## src/rtl/uart_rx_fifo.sv

```systemverilog
// Receive FIFO behind a UART receiver: edge-detected byte capture, {error,data} storage,
// registered single-cycle read strobe, occupancy count and sticky overflow flag.
module uart_rx_fifo #(
  parameter int DEPTH  = 16,
  parameter int ADDR_W = 4
) (
  input  logic              clk,
  input  logic              rst,
  input  logic [7:0]        rx_data,
  input  logic              rx_ready,
  input  logic              rx_error,
  input  logic              rd_en,
  input  logic              clear_overflow,
  output logic [7:0]        rd_data,
  output logic              rd_error,
  output logic              rd_valid,
  output logic              empty,
  output logic              full,
  output logic [ADDR_W:0]   count,
  output logic              overflow
);

  localparam logic [ADDR_W:0] FULL_CNT = (ADDR_W+1)'(DEPTH);

  logic [8:0]        mem [DEPTH];
  logic [ADDR_W-1:0] wr_ptr;
  logic [ADDR_W-1:0] rd_ptr;
  logic              rx_ready_q;
  logic              wr_ev;
  logic              rd_acc;
  logic              wr_ok;
  logic              ovf_ev;

  assign empty  = (count == '0);
  assign full   = (count == FULL_CNT);
  assign wr_ev  = rx_ready & ~rx_ready_q;
  assign rd_acc = rd_en & ~empty;
  // A full FIFO still accepts a byte when a read frees a slot in the same cycle.
  assign wr_ok  = wr_ev & (~full | rd_acc);
  assign ovf_ev = wr_ev & full & ~rd_acc;

  always_ff @(posedge clk) begin
    if (rst) begin
      wr_ptr     <= '0;
      rd_ptr     <= '0;
      count      <= '0;
      overflow   <= 1'b0;
      rd_valid   <= 1'b0;
      rd_data    <= 8'h00;
      rd_error   <= 1'b0;
      rx_ready_q <= 1'b1;
    end else begin
      rx_ready_q <= rx_ready;
      rd_valid   <= rd_acc;
      if (rd_acc) begin
        {rd_error, rd_data} <= mem[rd_ptr];
        rd_ptr              <= rd_ptr + 1'b1;
      end
      if (wr_ok) begin
        wr_ptr <= wr_ptr + 1'b1;
      end
      case ({wr_ok, rd_acc})
        2'b10:   count <= count + 1'b1;
        2'b01:   count <= count - 1'b1;
        default: count <= count;
      endcase
      if (ovf_ev) begin
        overflow <= 1'b1;
      end else if (clear_overflow) begin
        overflow <= 1'b0;
      end
    end
  end

  // Storage is deliberately left unreset.
  always_ff @(posedge clk) begin
    if (!rst && wr_ok) begin
      mem[wr_ptr] <= {rx_error, rx_data};
    end
  end

endmodule
```

## config.mk

```make
export PLATFORM = sky130hd
export DESIGN_NAME = uart_rx_fifo
export DESIGN_NICKNAME = d
export VERILOG_FILES = /design/src/rtl/uart_rx_fifo.sv
export SDC_FILE = /design/constraint.sdc
export NUM_CORES = 1
export LEC_CHECK = 0
export BUFFER_PORTS_ARGS = -buffer_cell sky130_fd_sc_hd__buf_2
export CORE_AREA = 4 4 128 130
export CTS_CLUSTER_SIZE = 20
export DETAILED_ROUTE_END_ITERATION = 7
export DIE_AREA = 0 0 132 134
export GPL_TIMING_DRIVEN = 0
export HOLD_SLACK_MARGIN = 0.02
export PLACE_DENSITY = 0.65
export SYNTH_ARGS = -nofsm -noshare
export SYNTH_HDL_FRONTEND = slang
export SYNTH_SLANG_ARGS = --single-unit
```

## constraint.sdc

```tcl
create_clock -name clk -period 4 [get_ports clk]
set_input_delay 0.8 -clock clk [delete_from_list [all_inputs] [get_ports clk]]
set_output_delay 0.8 -clock clk [all_outputs]
set_load 0.02 [all_outputs]
```

## Word-level counts from Yosys, hierarchy flattened

Memory sizes are Yosys's and may differ from the RTL's. A register that Yosys moved wholly into a read port is not among the register bits.
Index checks and enable logic that the tools add are counted.

- Memories kept: 1
- RAM bits: 144
- ROM bits: 0
- Output and inout port bits: 18
- Bits in latches: 0
- Register bits after elaboration: 16

Memories:

| name | words | width | read ports | clocked after Yosys merged registers in | wr ports | line | source |
|---|---|---|---|---|---|---|---|
| mem | 16 | 9 | 1 | 1 | 1 | 25 | `logic [8:0] mem [DEPTH];` |

- Multipliers: 0
- Bitwise logic cells: 10
- Eq/ne operators: 3
- Divide/modulo/power cells: 0
- Shifts and indexed selects: 0
- $lt $le $gt $ge: 0
- Reduce and logical (&&, ||, !) cells: 5
- Add/subtract/negate cells: 4
- Mux-type cells: 5

Operators with widths:

| kind | number |
|---|---|
| $pmux 5 s2 | 1 |
| $add 4x1->4 const B | 2 |
| $add 5x1->5 const B | 1 |
| $and 1x1->1 | 5 |
| $eq 5x5->1 const B | 1 |
| $logic_not 5->1 | 1 |
| $sub 5x1->5 const B | 1 |
| $mux 1 | 4 |
| $not 1->1 | 4 |
| $reduce_bool 2->1 | 2 |
| $eq 2x1->1 const B | 1 |
| $eq 2x2->1 const B | 1 |
| $logic_and 1x1->1 | 1 |
| $logic_not 1->1 | 1 |
| $or 1x1->1 | 1 |

## Logic depth before layout (Yosys ltp)

- Depth after elaboration: 8
- Depth in mapped cells: 11

## Worst setup path after synthesis

No wires, ideal clock.

- Kind: register to register
- From: register count[0]
- To: register count[4]
- Data arrival time: 2.751 ns
- Data required time: 3.925 ns
- Path slack: 1.174 ns
- Buffers on the path: 1
- Stages on the path, launching flop included: 12
- Period minus slack after synthesis: 2.826 ns
- Library setup time: 0.075 ns
- Path through: dfxtp_1 -> or4_4 -> o21a_1 -> clkbuf_1 -> nand2_1 -> inv_1 -> ha_1 -> nor2b_1 -> o21ai_0 -> nor4b_1 -> o21bai_1 -> a31oi_1

- Word-level cells in the longest chain between the ends: 7

RTL lines:

| item | line | source |
|---|---|---|
| start: declaration | 19 | `output logic [ADDR_W:0] count,` |
| start signal: assignment | 63 | `2'b10: count <= count + 1'b1;` |
| start signal: assignment | 64 | `2'b01: count <= count - 1'b1;` |
| start signal: assignment | 65 | `default: count <= count;` |
| $logic_not 5->1 | 34 | `assign empty = (count == '0);` |
| $not 1->1 | 37 | `assign rd_acc = rd_en & ~empty;` |
| $and 1x1->1 | 37 |  |
| $or 1x1->1 | 39 | `assign wr_ok = wr_ev & (~full \| rd_acc);` |
| $and 1x1->1 | 39 |  |
| $eq 2x1->1 or $eq 2x2->1 (tied branches) | 62 | `case ({wr_ok, rd_acc})` |
| $pmux 5 s2 or $reduce_bool 2->1 (tied branches) | - |  |

Parallel ways exist; a longest one is shown, timed or not.
A chain may end at the register's enable or synchronous reset.

## Final worst setup path

Ends and elaborated chain as after synthesis.

==> reports/qor.txt <==
WL/cell: 22.12 um
HP Class: reg -> reg
Worst-Margin Slew: 0.9708 ns
Yosys top cell by area: edfxtp_1
Worst skew pair latency: 0.42 ns
Final WL: 14490 um
GRT overflow: 0
DIE HEIGHT: 134 um
Number of synthesized flops with an enable pin: 144
Clock Sinks: 169
Initial antenna violation count: 0
Root Buffer: clkbuf_16
Synth Instances: 406
Leakage: 0.002521 uW
Area Growth Syn to Fin: 14.95%
Placed inst area: 7093 um2
Slew Limit Fails: 0
Syn. warnings: 0
Sequential fraction of the synthesis area: 71.98%
Gpl congestion: 0.8626
Final hold vios: 0
Starting density of the core: 44.25%
Tcrit/Tclk final: 81.37%
Hold buffers post-CTS: 0
DRT iter0 DRCs: 395
Max-cap violations: 0
Vias per Instance: 5.704
Post-synth ARST share: 0%
Clock Path Buffers: 2
Final hold slack: 0.4933 ns
Number of diodes: 0
CP arrival: 3.59 ns
CP Launch Type: flop
Layout Nets: 479
Pre-CTS WS: 0.6092 ns
Post-Layout Inst Area: 7705 um2
Layout cells sized above 1: 19.27%
Setup crit end kind: flop
Critical path class: reg -> reg
# rows: 45
Final Skew: 0.006943 ns
F_max: 307.2 MHz
FF+latch count, synth: 169
Max-slew headroom: 35.04%
Syn nets: 429
Routed vias: 3736
RSZ-0062 raised after global routing: false
Critical path required time: 4.34 ns
Top cell type's share of synthesized area: 64.51%
Port bufs: 31
Routed Antenna Nets: 0
Core area: 15150 um2
H-tree levels: 4
Most used DFF post-synth: edfxtp_1
Die W: 132 um
Drt first pass iters: 4
Worst setup margin: 0.7451 ns
Setup TNS: 0 ns
First-pass GRT wire length: 22200 um
Outcome: completed
Overall Global Routing Usage: 17.20%
Largest net degree at the start of global routing: 17
CP max FO: 10
DP Wirelength: 9188 um
CTS tree: done
Power per cell area: 629.6 nW/um2
TritonCTS buffer count: 17
Die area: 17690 um2
Synth area leaders: edfxtp_1 (65%), dfxtp_1 (7.5%), mux4_2 (6.0%), mux2i_1 (5.8%), nor2_1 (2.2%)
Avg Inst Size Synth: 16.51 um2
Resize count post-CTS: 0
Post-CTS setup buffer count: 0
Max VDD drop: 0.0003729 V
FILL cells: 1206
Number of remaining DRC errors: 0
Synth cell types: 43
Number of global-route vias before repair: 3811
# IOs: 32
Tmin final: 3.255 ns
Mapped Area: 6703 um2
Setup violators final: 0
Clock transition at the registers of the reported paths: 0.06 ns
flip-flops by register name (all words and copies together) (netlist names), 4 cells and up:
| register | flops |
|---|---|
| rd_ptr | 4 |
| rd_data | 8 |
| count | 5 |
| mem | 144 |
| wr_ptr | 4 |
cell type report:
| class | instances | area, um2 | area share (%) |
|---|---|---|---|
| Inverter | 8 | 30.03 | 0.3897 |
| Tap cell | 188 | 235.2 | 3.053 |
| Clock inverter | 11 | 178.9 | 2.322 |
| Clock buffer | 19 | 432.9 | 5.619 |
| Multi-Input combinational cell | 209 | 1748 | 22.69 |
| Timing Repair Buffer | 31 | 155.1 | 2.014 |
| Buffer | 20 | 100.1 | 1.299 |
| Sequential cell | 169 | 4825 | 62.62 |
layer usage:
metal	wire, um	global-route usage (%)	vias to the layer above
met4	361	7.060	0
met1	6439	22.87	1904
met3	786	4.351	25
met5	0	0	-
li1	-	-	1679
met2	6899	27.25	128
critical path: stages, from the launching register on:
cell,delay (ns)
dfxtp_1,0.34
or4_4,0.59
o21a_1,0.28
clkbuf_1,0.27
nand2_1,0.19
inv_1,0.10
ha_1,0.32
nor2b_1,0.14
o21ai_0,0.37
a211oi_1,0.16
nand3b_1,0.19
a31oi_1,0.21
cell usage after synthesis (3+ instances only):
| master | number |
|---|---|
| edfxtp_1 | 144 |
| nor2_1 | 40 |
| mux2i_1 | 39 |
| dfxtp_1 | 25 |
| mux4_2 | 18 |
| o22ai_1 | 18 |
| nand2_1 | 12 |
| nor3_1 | 9 |
| nor4_1 | 9 |
| a22o_1 | 8 |
| buf_2 | 8 |
| clkbuf_1 | 8 |
| ha_1 | 8 |
| inv_1 | 8 |
| nor2b_1 | 5 |
| xnor2_1 | 5 |
| xor2_1 | 4 |
| a211oi_1 | 3 |
| a21oi_1 | 3 |
| nand3b_1 | 3 |
| nand4_1 | 3 |
cells in the final DEF (no fill, tap or decap), drive strengths merged, types with 2 or more instances in the layout:
cell	netlist	final
a22o	8	8
ha	8	8
xor2	4	4
edfxtp	144	144
nor2b	5	5
nand3	2	2
or3	2	2
nand4	3	3
inv	8	8
a31oi	2	2
mux4	18	18
bufinv	0	5
dfxtp	25	25
nor2	41	41
clkbuf	8	27
nand3b	3	3
nand2	12	12
mux2i	39	39
nor4	9	9
o21ai	2	2
xnor2	5	5
o22ai	18	18
clkinv	0	5
buf	12	43
a211oi	3	3
nor3	9	9
a21oi	3	3
power by group:
group	internal, uW	switching (uW)
sequential	2000	61.0
clock	1090	632
combinational	437	633
total	3520	1330
worst paths after layout:
kind	startpoint	endpoint	slack [ns]	cells past startpoint
worst max-delay path	count[0]	count[4]	0.75	11
worst min-delay path	rd_data[3]	rd_data[3]	0.49	2
worst max register to register	count[0]	count[4]	0.75	11
worst min register to register	rd_data[3]	rd_data[3]	0.49	2
per-stage QoR:
stage | power, uW | util [%] | cells
6_report | 4851 | 50.87 | 655
5_1_grt | 5045 | 50.87 | 655
4_1_cts | 4877 | 50.87 | 655
3_5_place_dp | 3162 | 46.83 | 625
3_3_place_gp | 3145 | 46.83 | 625
2_1_floorplan | 2854 | - | 406
cells by family after synthesis:
group / Yosys count / share of synthesized area (%)
flip-flops: 169 / 71.98
AND/OR/NAND/NOR: 92 / 6.720
multiplexers: 57 / 11.87
AO/OA/AOI/OAI: 42 / 4.517
buffers and inverters: 28 / 1.941
XOR/XNOR: 9 / 1.176
adder cells (fa/ha/maj): 9 / 1.792
(Power assumes the default switching activity.)
